File: config.mk
export PLATFORM = sky130hd
export DESIGN_NAME = fios_mm_sched
export DESIGN_NICKNAME = d
export VERILOG_FILES = /design/src/rtl/fios_mm_sched.sv
export SDC_FILE = /design/constraint.sdc
export NUM_CORES = 1
export LEC_CHECK = 0
export ABC_AREA = 1
export CAP_MARGIN = 20
export CORE_UTILIZATION = 45
export CTS_CLUSTER_SIZE = 8
export DETAILED_ROUTE_END_ITERATION = 16
export PLACE_DENSITY = 0.88
export SYNTH_ARGS = -nofsm -noshare
export SYNTH_HDL_FRONTEND = slang
export SYNTH_SLANG_ARGS = --single-unit
File: constraint.sdc
create_clock -name clock_i -period 3.9 [get_ports clock_i]
set_input_delay 0.78 -clock clock_i [delete_from_list [all_inputs] [get_ports clock_i]]
set_output_delay 0.78 -clock clock_i [all_outputs]
set_load 0.01 [all_outputs]
File: src/rtl/fios_mm_sched.sv
// FIOS Montgomery multiplier control sequencer: start/done handshake, per-PE
// control decode, B/P fetch strobes, FOLD feedback select and result-valid strobe.

module fios_mm_pe_ctl #(
  parameter int KW    = 5,
  parameter int M_LAT = 3
) (
  input  logic          act,
  input  logic [KW-1:0] k,
  output logic          a_reg_en,
  output logic          m_reg_en,
  output logic          creg_en,
  output logic          res_dly_en,
  output logic          c_dly_en,
  output logic [1:0]    mux_a,
  output logic [1:0]    mux_b,
  output logic [1:0]    mux_c,
  output logic [8:0]    opmode
);
  always_comb begin
    a_reg_en   = 1'b0;
    m_reg_en   = 1'b0;
    creg_en    = 1'b0;
    res_dly_en = 1'b0;
    c_dly_en   = 1'b0;
    mux_a      = 2'd0;
    mux_b      = 2'd0;
    mux_c      = 2'd0;
    opmode     = 9'h000;
    if (act) begin
      creg_en  = 1'b1;
      m_reg_en = (k == KW'(1 + M_LAT));
      if (k == '0) begin
        a_reg_en = 1'b1;
        opmode   = 9'h035;
      end else if (k == KW'(1)) begin
        mux_a  = 2'd1;
        mux_b  = 2'd2;
        opmode = 9'h005;
      end else if (!k[0]) begin
        mux_c  = 2'd1;
        opmode = 9'h035;
      end else begin
        mux_a      = 2'd2;
        mux_b      = 2'd1;
        mux_c      = 2'd1;
        opmode     = 9'h0B5;
        c_dly_en   = 1'b1;
        res_dly_en = 1'b1;
      end
    end
  end
endmodule

module fios_mm_sched #(
  parameter int S        = 8,
  parameter int FOLD     = 0,
  parameter int PE_NB    = 8,
  parameter int PE_DELAY = 7,
  parameter int M_LAT    = 3,
  parameter int RES_LAT  = 4
) (
  input  logic                         clock_i,
  input  logic                         reset_n_i,
  input  logic                         start_i,
  output logic                         busy_o,
  output logic                         done_o,
  output logic                         bp_rd_en_o,
  output logic [$clog2(S)-1:0]         bp_addr_o,
  output logic [$clog2(S/PE_NB+1)-1:0] a_pass_o,
  output logic                         FIOS_input_sel_o,
  output logic                         res_valid_o,
  output logic [0:PE_NB-1]             a_reg_en_o,
  output logic [0:PE_NB-1]             m_reg_en_o,
  output logic [0:PE_NB-1]             CREG_en_o,
  output logic [0:PE_NB-1]             RES_delay_en_o,
  output logic [0:PE_NB-1]             C_input_delay_en_o,
  output logic [0:PE_NB-1][1:0]        mux_A_sel_o,
  output logic [0:PE_NB-1][1:0]        mux_B_sel_o,
  output logic [0:PE_NB-1][1:0]        mux_C_sel_o,
  output logic [0:PE_NB-1][8:0]        OPMODE_o
);
  localparam int   KW     = $clog2(2*S + 2);
  localparam int   AW     = $clog2(S);
  localparam int   PW     = $clog2(S/PE_NB + 1);
  localparam int   NPASS  = (S + PE_NB - 1) / PE_NB;
  localparam int   T0L    = 1 + (S-1)*PE_DELAY;     // start of the last iteration
  localparam int   T_LAST = T0L + 2*S + 1;          // last step of the last iteration
  localparam int   T_DONE = T_LAST + RES_LAT;
  localparam int   TW     = $clog2(T_DONE + 1);
  localparam logic T0P    = 1'(T0L % 2);

  if (FOLD != 0 && PE_NB*PE_DELAY < 2*S + 2) begin : g_err_fold
    $error("fios_mm_sched: PE_NB*PE_DELAY must be >= 2*S+2 in FOLD mode");
  end
  if (FOLD == 0 && PE_NB != S) begin : g_err_expand
    $error("fios_mm_sched: PE_NB must equal S in EXPAND mode");
  end

  typedef enum logic [1:0] {IDLE, RUN, DRAIN, DONE} state_e;
  state_e          state;
  logic [TW-1:0]   t;
  logic            run;
  logic            res_issue;
  logic [RES_LAT:1] vld_pipe;

  assign run = (state == RUN);

  always_ff @(posedge clock_i or negedge reset_n_i) begin
    if (!reset_n_i) begin
      state  <= IDLE;
      t      <= '0;
      busy_o <= 1'b0;
      done_o <= 1'b0;
    end else begin
      case (state)
        IDLE: if (start_i) begin
          state  <= RUN;
          t      <= TW'(1);
          busy_o <= 1'b1;
        end
        RUN: begin
          t <= t + 1'b1;
          if (t == TW'(T_LAST)) state <= DRAIN;
        end
        DRAIN: begin
          if (t == TW'(T_DONE)) begin
            state  <= DONE;
            busy_o <= 1'b0;
            done_o <= 1'b1;
          end else begin
            t <= t + 1'b1;
          end
        end
        DONE: begin
          state  <= IDLE;
          t      <= '0;
          done_o <= 1'b0;
        end
        default: state <= IDLE;
      endcase
    end
  end

  // Iteration 0 fetches B/P one cycle ahead of each even step; the first fetch
  // coincides with start acceptance.
  always_comb begin
    bp_rd_en_o = ((state == IDLE) && start_i && reset_n_i) ||
                 (run && !t[0] && t >= TW'(2) && t <= TW'(2*S - 2));
    bp_addr_o  = bp_rd_en_o ? AW'(t >> 1) : '0;
  end

  always_comb begin
    FIOS_input_sel_o = 1'b0;
    a_pass_o         = '0;
    if (FOLD != 0 && run) begin
      if (PE_NB < S) FIOS_input_sel_o = (t >= TW'(1 + PE_NB*PE_DELAY));
      for (int q = 1; q < NPASS; q++)
        if (t >= TW'(1 + q*PE_NB*PE_DELAY)) a_pass_o = PW'(q);
    end
  end

  assign res_issue = run && t >= TW'(T0L + 3) && t <= TW'(T_LAST) && (t[0] != T0P);

  always_ff @(posedge clock_i or negedge reset_n_i) begin
    if (!reset_n_i) vld_pipe <= '0;
    else begin
      vld_pipe[1] <= res_issue;
      for (int i = 2; i <= RES_LAT; i++) vld_pipe[i] <= vld_pipe[i-1];
    end
  end
  assign res_valid_o = vld_pipe[RES_LAT];

  for (genvar p = 0; p < PE_NB; p++) begin : g_pe
    logic          act;
    logic [KW-1:0] k;
    // At most one iteration is live on a PE; k is its offset from that start.
    always_comb begin
      int st;
      act = 1'b0;
      k   = '0;
      st  = 0;
      for (int q = 0; q < NPASS; q++) begin
        st = 1 + (p + q*PE_NB)*PE_DELAY;
        if ((p + q*PE_NB) < S && run && t >= TW'(st) && t <= TW'(st + 2*S + 1)) begin
          act = 1'b1;
          k   = KW'(t - TW'(st));
        end
      end
    end

    fios_mm_pe_ctl #(.KW(KW), .M_LAT(M_LAT)) u_ctl (
      .act        (act),
      .k          (k),
      .a_reg_en   (a_reg_en_o[p]),
      .m_reg_en   (m_reg_en_o[p]),
      .creg_en    (CREG_en_o[p]),
      .res_dly_en (RES_delay_en_o[p]),
      .c_dly_en   (C_input_delay_en_o[p]),
      .mux_a      (mux_A_sel_o[p]),
      .mux_b      (mux_B_sel_o[p]),
      .mux_c      (mux_C_sel_o[p]),
      .opmode     (OPMODE_o[p])
    );
  end
endmodule

# After elaboration in Yosys (flattened, before gate mapping)
# Cells that the tools add are included.
# op_classes
add_sub_neg	9
muxes	213
bitwise	0
shifts	0
n_eq_ne	25
div_mod_pow	0
n_mul	0
magnitude_cmp	19
n_reduce_logical	41
# op_table
operator	n
two-way mux 9 bit	24
two-way mux 2 bit	75
two-way mux 1 bit	91
two-way mux 8 bit	8
equality test 5 x 1 -> 1 bit (second input constant)	8
equality test 5 x 3 -> 1 bit (second input constant)	8
logical NOT 5 bit	8
two-way mux 5 bit	8
less-or-equal comparator 7 x 6 -> 1 bit (second input constant)	5
greater-or-equal comparator 7 x 6 -> 1 bit (second input constant)	4
one-hot mux 7 bit (4 select lines)	1
logical AND 1 bit	24
subtractor 5 x 4 -> 5 bit (second input constant)	3
subtractor 5 bit (second input constant)	3
equality test 7 bit (second input constant)	2
greater-or-equal comparator 7 x 4 -> 1 bit (second input constant)	2
greater-or-equal comparator 7 x 5 -> 1 bit (second input constant)	2
less-or-equal comparator 7 x 5 -> 1 bit (second input constant)	2
two-way mux 7 bit	2
one-hot mux 2 bit (4 select lines)	1
adder 7 x 1 -> 7 bit (second input constant)	1
greater-or-equal comparator 7 x 1 -> 1 bit (second input constant)	1
greater-or-equal comparator 7 x 2 -> 1 bit (second input constant)	1
less-or-equal comparator 7 x 4 -> 1 bit (second input constant)	1
15 further kinds	22
# totals
elab_cells	312
latchBits	0
n_memories	0
mem_bits_rw	0
mem_bits_ro	0
reg_bits	15

# Depth between registers and ports, before layout
# depth
word_depth	8
mapped_depth	13
mapped_depth_nobuf	11

# Modules after synthesis
# From an unflattened synthesis, not the netlist that was laid out.
# unflattened
cells_unflattened	561
hier_area_um2	3452.1
# by_module_without_submodules
mod	cells_per_inst	area_each_um2	n_inst
fios_mm_sched	305	1930.6	1
fios_mm_pe_ctl	32	190.2	8

# Worst setup path before layout
# No wires, ideal clock.
# synth_path
kind	register to output
from	register t[0]
to	output port C_input_delay_en_o[4] (netlist name)
setup_slack_ns	1.101
required_time_ns	3.120
arrival_ns	2.019
n_path_buf	2
stages_incl_launch_ff	12
path_cell_list	dfrtp_1 > inv_1 > clkbuf_1 > ha_1 > inv_1 > nand2_1 > xor2_1 > nor2_1 > nand2_1 > nand3_1 > nor2_1 > buf_4
# synth_via
elab_chain_len	8
elab_cells_between_ends	13
# synth_lines
element	line	source
start, declared	102	logic [TW-1:0] t;
start signal, assigned	123	t <= t + 1'b1;
start signal, assigned	132	t <= t + 1'b1;
greater-or-equal comparator 7 x 5 -> 1 bit	185	if ((p + q*PE_NB) < S && run && t >= TW'(st) && t <= TW'(st + 2*S + 1)) begin
logical AND 1 bit (2 in series)	185	
two-way mux 5 bit	185	
equality test 5 x 1 -> 1 bit / two-way mux 1 bit (equally long branches)	36, 40	
two-way mux 1 bit	36	end else if (k == KW'(1)) begin
two-way mux 1 bit	33	if (k == '0) begin
two-way mux 1 bit (*)	30	if (act) begin
end, declared	77	output logic [0:PE_NB-1] C_input_delay_en_o,
# Mark *: on every way between the ends. The rest lies on a longest branch, timed or not.

==> flow_summary_export.csv <==
group,metric,value,unit
global_route,antenna_found_initial,0,
floorplan,io-pin-count,172,
floorplan,core,7214,µm²
sta,setup_viol,0,
sta,fin_crit_sh,0.9525,
sta,worst_pin_slew,0.5962,ns
critical_path,crit_type,"register to output pin",
floorplan,die_h,88.31,µm
clock_tree,path_clk_slew,0.06,ns
global_route,grt.overflow.total,0,
clock_tree,clock-sinks,15,
route,antenna_left,0,
critical_path,worstSetupStartpointType,"register",
sta,final.setup.worst_slack,0.1852,ns
floorplan,initial_core_util,0.4646,
worst_hold_path,min_path_type,"register to register",
floorplan,dieWidth,88.31,µm
cells_and_area,mostFrequentLayoutCells,"clkdlybuf4s50_1 (129), nand2_1 (67), nor2_1 (44)",
synth,syn_inst,494,
worst_hold_path,min_to,"vld_pipe[4]$_DFF_PN0_",
synth,yosys.area.top_type_share,0.3135,
critical_path,reg2reg_depth,7,
cells_and_area,drive_gt1_frac,0.1181,
route,drc,0,
sta,hold_viol_final,0,
critical_path,rr_startpoint,"t[2]$_DFFE_PN0P_",
cells_and_area,layout_commonest_cell,"clkdlybuf4s50_1",
clock_tree,postCtsSetupBuffers,0,
placement,routabilityCongestion,0.9711,
sta,clock_skew,0.001990,ns
placement,portBuffers,129,
route,num_vias,2928,
global_route,grt_pass1_wl,12880,µm
critical_path,worstReg2RegEnd,"state[0]$_DFFE_PN0P_",
run_status,status,"finished, final reports clean",
synth,syn_avg_cell_area,6.785,µm²
synth,yosys_warnings,0,
critical_path,path_max_fanout,12,
route,first_pass_iters,4,
power_and_ir_drop,power.density,345.3,nW/µm²
power_and_ir_drop,leakagePower,1.790,nW
synth,seq_area_frac_synth,0.1120,
synth,synth.distinct_cells,37,
placement,dp_hpwl,6755,µm
cells_and_area,postLayoutCoreUtil,0.5401,
sta,fmax,0.2692,GHz
power_and_ir_drop,peakVddDrop,0.0002011,V
floorplan,die_area,7798,µm²
sta,tns,0,ns
sta,period_needed,3.715,ns
synth,ys_ff_latch,15,
route,wl_per_cell,13.28,µm
synth,netlist_area,3352,µm²
route,wirelength,8285,µm
job,cap_violations,0,
critical_path,crit_arrival,2.93,ns
sta,drv_slew,0,
floorplan,num_rows,31,
critical_path,regToRegSetupSlack,1.92,ns
cells_and_area,area_growth,16.24,%
global_route,grt_usage,0.2099,
global_route,grt_max_degree,17,
sta,slew_headroom,0.6026,
clock_tree,cts.path.max_buffers,2,
worst_hold_path,whs_path_depth,0,
synth,synthTopCellsByArea,"buf_4 (31%), dfrtp_1 (11%), ha_1 (8.6%)",
synth,netlist.top_cell.by_area,"buf_4",
critical_path,cp.required,3.12,ns
worst_hold_path,hp-start,"vld_pipe[3]$_DFF_PN0_",
cells_and_area,nFillCells,707,
placement,dp_slack,0.4337,ns
clock_tree,h-tree-depth,1,
clock_tree,clock_latency,0.24,ns
route,drt_iter0_markers,200,
clock_tree,cts_buffers,3,
global_route,grt_pass1_vias,2623,
cells_and_area,antenna_cells,0,
route,vias_per_cell,4.692,
clock_tree,root_buffer,"clkbuf_8",
clock_tree,cts_tree,"built",
cells_and_area,fin_nets,552,
sta,rsz0062_at_grt,"false",
critical_path,worstSetupEndpointType,"output pin",
## critical path, stage by stage, from the launching register on
cell	delay [ns]
dfrtp_1	0.59
inv_4	0.26
ha_1	0.40
nand2_1	0.14
xor2_1	0.19
nand3_1	0.15
nand3_1	0.11
nor2_1	0.24
clkdlybuf4s50_1	0.60
## flip-flops by register name (all words and copies together) (netlist names)
name and flops:
busy_o 1, t 7, state 2, done_o 1, vld_pipe 4
## worst max-delay path by stage
stage                      from                     to  depth (start not counted)
3_3_place_gp   t[4]$_DFFE_PN0P_           OPMODE_o[34]                          9
5_1_grt        t[2]$_DFFE_PN0P_         mux_B_sel_o[1]                          9
6_report       t[2]$_DFFE_PN0P_           OPMODE_o[70]                          8
3_5_place_dp   t[4]$_DFFE_PN0P_         mux_B_sel_o[8]                         11
2_1_floorplan  t[0]$_DFFE_PN0P_  C_input_delay_en_o[4]                         11
4_1_cts        t[4]$_DFFE_PN0P_         mux_B_sel_o[8]                         11
## layout make-up
class / count / area, µm² / share of cell area
Clock buffer: 4 / 45.04 / 0.01156
Inverter: 55 / 219.0 / 0.05620
Multi-Input combinational cell: 315 / 1789 / 0.4592
Sequential cell: 15 / 375.4 / 0.09634
Tap cell: 99 / 123.9 / 0.03179
Timing Repair Buffer: 136 / 1344 / 0.3449
## repair_timing
action / CTS / global route
hold buffers: 0 / 0
setup endpoints to repair: 0 / 5
resized for setup: 0 / 2
## per-stage QoR
stage / area [µm²] / power, mW / hold WS (ns) / instances
floorplan: 3506 / 0.9903 / 0.3312 / 535
global placement: 3849 / 1.196 / 0.3392 / 620
detailed placement: 3849 / 1.216 / 0.3380 / 620
CTS: 3894 / 1.344 / 0.3536 / 624
global route: 3896 / 1.465 / 0.3799 / 624
finish: 3896 / 1.345 / 0.3530 / 624
## cell usage after synthesis, drive strengths merged
master	count
nor3	13
buf	149
nand3	38
dfrtp	15
a31oi	2
conb	1
clkbuf	1
nor4	1
xor2	8
nand2	79
nand3b	1
a21oi	20
o21ai	14
nand4	13
inv	55
ha	23
nor2	57
xnor2	2
o31ai	2
## kinds of logic (layout without fill, tap and decap cells)
| kind of cell | after synthesis | count (layout) | share of synthesized area |
|---|---|---|---|
| compound gates | 38 | 38 | 0.06794 |
| buf+inv | 205 | 195 | 0.4001 |
| fa+ha+maj | 23 | 23 | 0.08585 |
| xor+xnor | 10 | 10 | 0.03061 |
| simple gates | 202 | 202 | 0.3024 |
| flops | 15 | 15 | 0.1120 |
| other cells | 1 | 42 | 0.001119 |
## metal layers
metal  part of all wire  up-vias  routed length, µm  global-route usage
met5                  0        -                  0                   0
met4             0.0082        0                 68             0.05865
met3              0.071        4                589             0.02332
met2               0.49      127               4071              0.3699
met1               0.43     1355               3555              0.2701
li1                   -     1442                  -                   -
## where the power goes
group	switching [mW]	total, mW	internal [mW]
combinational	0.647	1.00	0.356
sequential	0.0381	0.217	0.179
clock	0.0537	0.126	0.0723
(Power assumes the default switching activity.)
